$ cat src/rtl/cpu_pkg.sv
// Shared CPU definitions: instruction width, opcode-class constants used by
// both the fetch unit and the ID controller, and the fetch FSM encoding.
package cpu_pkg;

  localparam int INSTR_W = 32;

  // Opcode class lives in instr[31:29]
  localparam logic [2:0] OPC_RTYPE  = 3'b010;
  localparam logic [2:0] OPC_BRANCH = 3'b100;
  localparam logic [2:0] OPC_ITYPE  = 3'b110;
  localparam logic [2:0] OPC_MEM    = 3'b111;

  typedef enum logic [1:0] {
    FETCH_READY = 2'd0,
    FETCH_WAIT  = 2'd1,
    FETCH_DROP  = 2'd2
  } fetch_state_e;

  function automatic logic is_branch(input logic [INSTR_W-1:0] instr);
    return instr[31:29] == OPC_BRANCH;
  endfunction

endpackage

$ cat src/rtl/if_pc_gen.sv
// Fetch PC register and next-PC selection: reset value, redirect target,
// or sequential increment from the PC of the instruction just returned.
module if_pc_gen
  import cpu_pkg::*;
#(
  parameter logic [31:0] RESET_PC = 32'h0000_0000,
  parameter logic [31:0] PC_STEP  = 32'd4
) (
  input  logic        clk,
  input  logic        rst_n,
  input  logic        redirect_valid,
  input  logic [31:0] redirect_pc,
  input  logic        advance,
  input  logic [31:0] adv_base,
  output logic [31:0] pc
);

  logic [31:0] pc_d;
  logic [31:0] pc_q;

  // Redirect beats sequential advance; arithmetic wraps modulo 2^32
  always_comb begin
    pc_d = pc_q;
    if (redirect_valid) begin
      pc_d = redirect_pc;
    end else if (advance) begin
      pc_d = adv_base + PC_STEP;
    end
  end

  // PC register
  always_ff @(posedge clk or negedge rst_n) begin
    if (!rst_n) begin
      pc_q <= RESET_PC;
    end else begin
      pc_q <= pc_d;
    end
  end

  assign pc = pc_q;

endmodule

$ cat src/rtl/if_fetch_unit.sv
// Instruction-fetch stage: single-outstanding fetch FSM plus a one-entry
// valid/ready output register towards decode. Redirects flush both.
// Optional build macro IF_BRANCH_STALL_EN: hold fetch after a branch-class
// instruction until redirect_valid or branch_done.
module if_fetch_unit
  import cpu_pkg::*;
#(
  parameter logic [31:0] RESET_PC = 32'h0000_0000,
  parameter logic [31:0] PC_STEP  = 32'd4
) (
  input  logic               clk,
  input  logic               rst_n,
  output logic               imem_req,
  output logic [31:0]        imem_addr,
  input  logic               imem_rvalid,
  input  logic [INSTR_W-1:0] imem_rdata,
  input  logic               redirect_valid,
  input  logic [31:0]        redirect_pc,
  input  logic               branch_done,
  output logic               id_valid,
  output logic [INSTR_W-1:0] id_instr,
  output logic [31:0]        id_pc,
  input  logic               id_ready
);

  fetch_state_e       state_q, state_d;
  logic [31:0]        req_pc_q, req_pc_d;
  logic               id_valid_q, id_valid_d;
  logic [INSTR_W-1:0] id_instr_q, id_instr_d;
  logic [31:0]        id_pc_q, id_pc_d;
  logic [31:0]        pc;
  logic               slot_free;
  logic               branch_hold;
  logic               issue;
  logic               load;

`ifdef IF_BRANCH_STALL_EN
  logic hold_q, hold_d;
  assign branch_hold = hold_q;
`else
  logic unused_branch_done;
  assign unused_branch_done = branch_done;
  assign branch_hold        = 1'b0;
`endif

  // Memory cannot be stalled, so only request when the response has a home
  assign slot_free = !id_valid_q || id_ready;
  assign issue     = (state_q == FETCH_READY) && slot_free && !redirect_valid && !branch_hold;
  assign load      = (state_q == FETCH_WAIT) && imem_rvalid && !redirect_valid;

  if_pc_gen #(
    .RESET_PC (RESET_PC),
    .PC_STEP  (PC_STEP)
  ) u_pc_gen (
    .clk            (clk),
    .rst_n          (rst_n),
    .redirect_valid (redirect_valid),
    .redirect_pc    (redirect_pc),
    .advance        (load),
    .adv_base       (req_pc_q),
    .pc             (pc)
  );

  // Next-state for the fetch FSM, output register and branch hold
  always_comb begin
    state_d    = state_q;
    req_pc_d   = req_pc_q;
    id_valid_d = id_valid_q;
    id_instr_d = id_instr_q;
    id_pc_d    = id_pc_q;

    case (state_q)
      FETCH_READY: begin
        if (issue) begin
          req_pc_d = pc;
          state_d  = FETCH_WAIT;
        end
      end
      FETCH_WAIT: begin
        if (imem_rvalid) begin
          state_d = FETCH_READY;
        end else if (redirect_valid) begin
          state_d = FETCH_DROP;
        end
      end
      FETCH_DROP: begin
        if (imem_rvalid) begin
          state_d = FETCH_READY;
        end
      end
      default: state_d = FETCH_READY;
    endcase

    if (id_valid_q && id_ready) begin
      id_valid_d = 1'b0;
    end
    if (load) begin
      id_valid_d = 1'b1;
      id_instr_d = imem_rdata;
      id_pc_d    = req_pc_q;
    end
    if (redirect_valid) begin
      id_valid_d = 1'b0;
    end

`ifdef IF_BRANCH_STALL_EN
    hold_d = hold_q;
    if (redirect_valid || branch_done) begin
      hold_d = 1'b0;
    end
    if (load && is_branch(imem_rdata)) begin
      hold_d = 1'b1;
    end
`endif
  end

  // State and output registers
  always_ff @(posedge clk or negedge rst_n) begin
    if (!rst_n) begin
      state_q    <= FETCH_READY;
      req_pc_q   <= RESET_PC;
      id_valid_q <= 1'b0;
      id_instr_q <= '0;
      id_pc_q    <= '0;
`ifdef IF_BRANCH_STALL_EN
      hold_q     <= 1'b0;
`endif
    end else begin
      state_q    <= state_d;
      req_pc_q   <= req_pc_d;
      id_valid_q <= id_valid_d;
      id_instr_q <= id_instr_d;
      id_pc_q    <= id_pc_d;
`ifdef IF_BRANCH_STALL_EN
      hold_q     <= hold_d;
`endif
    end
  end

  // Request is a same-cycle decision; suppressed while reset is held
  assign imem_req  = issue && rst_n;
  assign imem_addr = pc;
  assign id_valid  = id_valid_q;
  assign id_instr  = id_instr_q;
  assign id_pc     = id_pc_q;

endmodule
$ cat config.mk
export PLATFORM = sky130hd
export DESIGN_NAME = if_fetch_unit
export DESIGN_NICKNAME = d
export VERILOG_FILES = /design/src/rtl/cpu_pkg.sv /design/src/rtl/if_pc_gen.sv /design/src/rtl/if_fetch_unit.sv
export SDC_FILE = /design/constraint.sdc
export NUM_CORES = 1
export LEC_CHECK = 0
export ABC_AREA = 0
export ABC_CLOCK_PERIOD_IN_PS = 2650
export CORE_MARGIN = 3
export CORE_UTILIZATION = 40
export DETAILED_ROUTE_END_ITERATION = 16
export PLACE_DENSITY = 0.72
export SYNTH_ARGS = -nofsm -noshare
export SYNTH_HDL_FRONTEND = slang
export SYNTH_HIERARCHICAL = 1
export SYNTH_SLANG_ARGS = --single-unit
export TNS_END_PERCENT = 30
$ cat constraint.sdc
create_clock -name clk -period 2.65 [get_ports clk]
set_clock_uncertainty 0.2 [all_clocks]
set_input_delay 0.3975 -clock clk [delete_from_list [all_inputs] [get_ports clk]]
set_output_delay 0.3975 -clock clk [all_outputs]
set_load 0.01 [all_outputs]
* Yosys cells after proc, flatten, opt, wreduce, memory -nomap -nowiden
Index checks and enable logic that the tools add are counted.
** Storage, ports and cells
- Output and inout port bits :: 98
- Register bits :: 131
** Operators by class
- Reduce and logical (&&, ||, !) cells :: 14
- Equality and inequality tests :: 5
- Add/sub/neg operators :: 1
- Mux-type cells :: 10
** Operators by type and width (count)
- 32-bit 2-to-1 mux :: 2
- 32-bit by 3-bit adder with 32-bit output, second input constant :: 1
- 2-bit 2-to-1 mux :: 4
- 1-bit logical AND :: 6
- 2-bit case mux with 3 select lines :: 1
- 2-bit inequality test, second input constant :: 2
- 1-bit 2-to-1 mux :: 3
- 3-bit inequality test, second input constant :: 1
- 3-bit AND reduction :: 1
- 3-bit nonzero test :: 1
- 2-bit by 1-bit equality test with 1-bit output, second input constant :: 1
- 2-bit equality test, second input constant :: 1
- 1-bit zero test :: 2
- 2-bit zero test :: 1
- 2-bit AND reduction :: 1
- 2-bit nonzero test :: 1
- 1-bit logical OR :: 1

* Logic depth before layout (Yosys ltp)
- Depth after elaboration :: 6
- Gate-level depth with buffers :: 8
- Gate-level depth less buffers :: 6

* Modules after synthesis
Netlist, hierarchy kept.
** Modules (own cells, without submodules)
- if_fetch_unit :: area each 3742.3 µm², instances 1, sequential area each 2477.4 µm², cells an instance 217
- if_pc_gen :: area each 1900.6 µm², instances 1, sequential area each 800.8 µm², cells an instance 202

* Worst setup path before layout
No wires, ideal clock.
- Path kind :: reg-to-reg
- Start point :: register state_q[1]
- End point :: register u_pc_gen.pc_q[28] (netlist: u_pc_gen/pc[28])
- Setup slack :: 0.602 ns
- Data required time :: 2.322 ns
- Period minus slack after synthesis :: 2.048 ns
- Setup time :: 0.128 ns
- Path buffers :: 3
- Arrival :: 1.720 ns
- Stages on the path, launching flop included :: 8
- Path through :: dfrtp_1 > nor3_2 > buf_4 > clkbuf_1 > nor2_1 > clkbuf_1 > a22oi_1 > o21ai_2
** Between the ends
- Longest elaborated chain between the ends :: 4
** RTL lines
- from (decl) :: RTL line if_fetch_unit.sv:26 : fetch_state_e state_q, state_d;
- from (signal assigned) :: RTL line if_fetch_unit.sv:129 : state_q <= state_d;
- 2-bit by 1-bit equality test with 1-bit output :: RTL line if_fetch_unit.sv:49 : assign load = (state_q == FETCH_WAIT) && imem_rvalid && !redirect_valid;
- 1-bit logical AND (2 in a row) :: RTL line if_fetch_unit.sv:49
- 2-bit nonzero test (no source line)
- to (signal assigned) :: RTL line if_pc_gen.sv:36 : pc_q <= pc_d;
- to (decl) :: RTL line if_pc_gen.sv:19 : logic [31:0] pc_q;
Every way passes these cells.
A chain may end at the register's enable or synchronous reset.

* Final worst setup path
- Start point :: register state_q[1]
- End point :: output port imem_req
** Between the ends
- Longest elaborated chain between the ends :: 4
** RTL lines
- 2-bit zero test :: RTL line if_fetch_unit.sv:48 : assign issue = (state_q == FETCH_READY) && slot_free && !redirect_valid && !branch_hold;
- 1-bit logical AND (2 in a row) :: RTL line if_fetch_unit.sv:48
- 1-bit logical AND :: RTL line if_fetch_unit.sv:141 : assign imem_req = issue && rst_n;
- to (decl) :: RTL line if_fetch_unit.sv:13 : output logic imem_req,
Every way passes these cells.

==> impl_results.md <==
* H-tree levels at 4
* Pin count of the biggest net entering global routing at 68
* Area Overhead vs Synth at 42.8%
* Syn_nets at between 400 and 500
* Commonest cells post-synth: 131 x dfrtp_1, 55 x mux2_2, 42 x mux2_1
* Outcome: finished with violations
* RSZ-0062 raised after global routing: no
* WP data required at a little over 2 ns
* DRT Pass-1 Iters at 4
* Post-CTS sizing at 0
* CP max FO at 4
* Critical-path top delay cell: clkdlybuf4s50_1
* Leading area contributor after synthesis: dfrtp_1
* Final Power at 7.24 mW
* Leak at between 3 and 4 nW
* CTS max path bufs at 2
* Die area at between 15000 and 20000 um2
* Simple-gate area share of the yosys netlist at 7.65%
* Final setup vio count at 0
* Worst-margin pin slew at between 0.9 and 1 ns
* Tcrit/Tclk final at between 90% and 100%
* Largest family of logic cells by synthesized area: multiplexers
* Routed WL per cell at ~17 um
* PD cells at approximately 900 nW/um2
* I/O Pins at between 150 and 200
* Synth area leaders: dfrtp_1 58%, mux2_2 11%, mux2_1 8.4%
* WS Path Type: flop to primary output
* Finished Core Util at 59.7%
* GP Congestion at between 0.8 and 0.9
* DRT antenna net count at 0
* Critical path, cell by cell: nor3_2, and3_1, clkdlybuf4s50_1
* Area share of the largest cell type after synthesis at between 50% and 60%
* Failing checks: negative hold slack
* All-Layer GR Usage at between 10% and 20%
* Slowest stage delay, CP at 0.55 ns
* Synth async-reset ratio at 100%
* CTS clk-pin slew, worst paths at 0.06 ns
* Row cnt at between 40 and 50
* Sequential-to-total area share from yosys stat at 58.1%
* Input/output buffers at about 170
* Clock Latency Late Sink at slightly above 0.4 ns
* Vias in the first global route at roughly 4.4k
* Mux share of post-synthesis cell area at around a fifth
* Share of cells above drive strength 1 at 17.9%
* Filler Cells Inserted at between 1k and 1.5k
* Clock Root Buffer: clkbuf_16
* Syn Inst Count at 419
* Antenna diode count at 0
* Hold slack at -0.0139 ns
* Peak VDD IR at between 0.0005 and 0.0006 V
* Final wirelength at between 10 and 15 mm
* Post-DP HPWL at between 9 and 10 mm
* Via density at approximately 5
* DRC viols at 0
* Final Hold Fails at 11
* Core box area at ~14000 um2
* Final slew viol count at 0
* Yosys Warn Count at 6
* Syn Std Cell Area at between 5000 and 6000 um2
* Avg Cell Area, Syn at 13.5 um2
* Worst Hold Class: input port to async pin
* Num CTS Buffers at 17
* Initial core utilization at between 40% and 50%
* Number of distinct library cells after synthesis at 37
* # Post-CTS Setup Buffers at 0
* CTS tree: built
* Sum Neg Setup Slack at 0 ns
* Number of synthesized flops with an enable pin at 0
* Reg2reg path depth at 5
* Clock sinks at roughly 130
* Crit path time final at about 2.4 ns
* Worst Path Arrival at 1.82 ns
* Post-DP Area at between 7000 and 8000 um2
* Die X at 125 um
* Compound-cell area share of the yosys netlist at under 10%
* First-pass GRT wire length at 22.1 mm
* # hold bufs at CTS at 0
* Startpoint types: flop
* Top-count cell post-synth: dfrtp_1
* Vias at roughly 4.0k
* Top_reg_cell synth: dfrtp_1
* GR Overflow Total at 0
* Final cell area excluding filler cells at ~8100 um2
* Slew HR at approximately a third
* F_max at 0.413 GHz
* Final nets at around 660
* Max-cap check violation count at 0
* First DRT Iteration DRCs at 160
* Synthesis-stage register bit count at around 130
* Initial antenna violation count at 0
* Die height at about 120 um
* Post-synthesis adder-cell area fraction at 0.222%
* CP endpoint kind: primary output
* Post-Synth XOR/XNOR Area at 4.19%
## cell families after synthesis
family	count (synthesis)
xor+xnor	27
flops	131
fa+ha+maj	1
simple gates	73
compound gates	59
mux	104
buf+inv	24
## worst max-delay path: cells and delay by family (launching register included)
family        cells  cell delay, ns
simple gates      2            0.44
buf+inv           1            0.55
flops             1            0.44
## per-stage QoR
| step | worst slack [ns] | std cells |
|---|---|---|
| finish | 0.228 | 781 |
| global route | 0.0891 | 781 |
| floorplan | 0.602 | 419 |
| CTS | 0.202 | 781 |
| detailed placement | 0.231 | 750 |
| global placement | 0.267 | 750 |
## cells in the final DEF, fill, tap and decap left out, types with 2 or more instances in the layout
cell type / instances
clkbuf_8: 3
and3_1: 7
nor2_1: 8
mux2i_1: 7
clkbuf_1: 2
nand3_1: 13
nor4_4: 2
mux2_1: 42
mux2_2: 55
nand3b_1: 2
and3_2: 2
buf_4: 6
o21ai_0: 25
inv_1: 3
o21ai_1: 9
xnor2_1: 7
xor2_1: 20
nand2_1: 21
a22oi_1: 21
buf_12: 4
nand4_1: 5
clkinvlp_4: 3
clkbuf_16: 17
dfrtp_1: 131
clkinv_2: 4
clkdlybuf4s50_1: 164
nand2b_1: 2
## sequential cells by signal (all words and copies together), names as in the netlist
name / cells
state_q: 2
id_pc: 32
req_pc_q: 32
id_instr: 32
id_valid: 1
u_pc_gen/pc: 32
## layout make-up
type	count	area, um2	area share (%)
Clock inverter	9	81.3	1.01
Sequential cell	131	3280	40.7
Tap cell	176	220	2.73
Clock buffer	22	474	5.88
Multi-Input combinational cell	264	2210	27.4
Timing Repair Buffer	176	1780	22.1
Inverter	3	11.3	0.140
## routing by layer
| layer | vias to the layer above | track usage, % | part of all wire, % | wire length [um] |
|---|---|---|---|---|
| met5 | - | 0 | 0 | 0 |
| met2 | 141 | 28.1 | 46 | 6120 |
| met1 | 1999 | 22.9 | 45 | 5920 |
| li1 | 1855 | - | - | - |
| met3 | 15 | 6.48 | 7.6 | 1000 |
| met4 | 0 | 5.16 | 0.99 | 131 |
## power breakdown
part           switching [mW]  leakage [nW]  internal [mW]  total (mW)
registers               0.461          1.60           2.58        3.04
logic                   0.739          1.50           1.29        2.03
clock network           0.820         0.268           1.35        2.17
total                    2.02          3.36           5.22        7.24
## path summary, 6_finish.rpt
| check | startpoint | endpoint | slack [ns] |
|---|---|---|---|
| setup / recovery | state_q[1] | imem_req | 0.23 |
| hold / removal | rst_n | req_pc_q[18] | -0.01 |
| setup reg to reg | req_pc_q[5] | u_pc_gen/pc[17] | 0.49 |
| hold reg to reg | id_instr[13] | id_instr[13] | 0.28 |
| max in group asynchronous | rst_n | req_pc_q[2] | 1.69 |
| min in group clk | redirect_valid | u_pc_gen/pc[9] | 0.19 |
No activity file was read; power rests on OpenSTA's default activity.
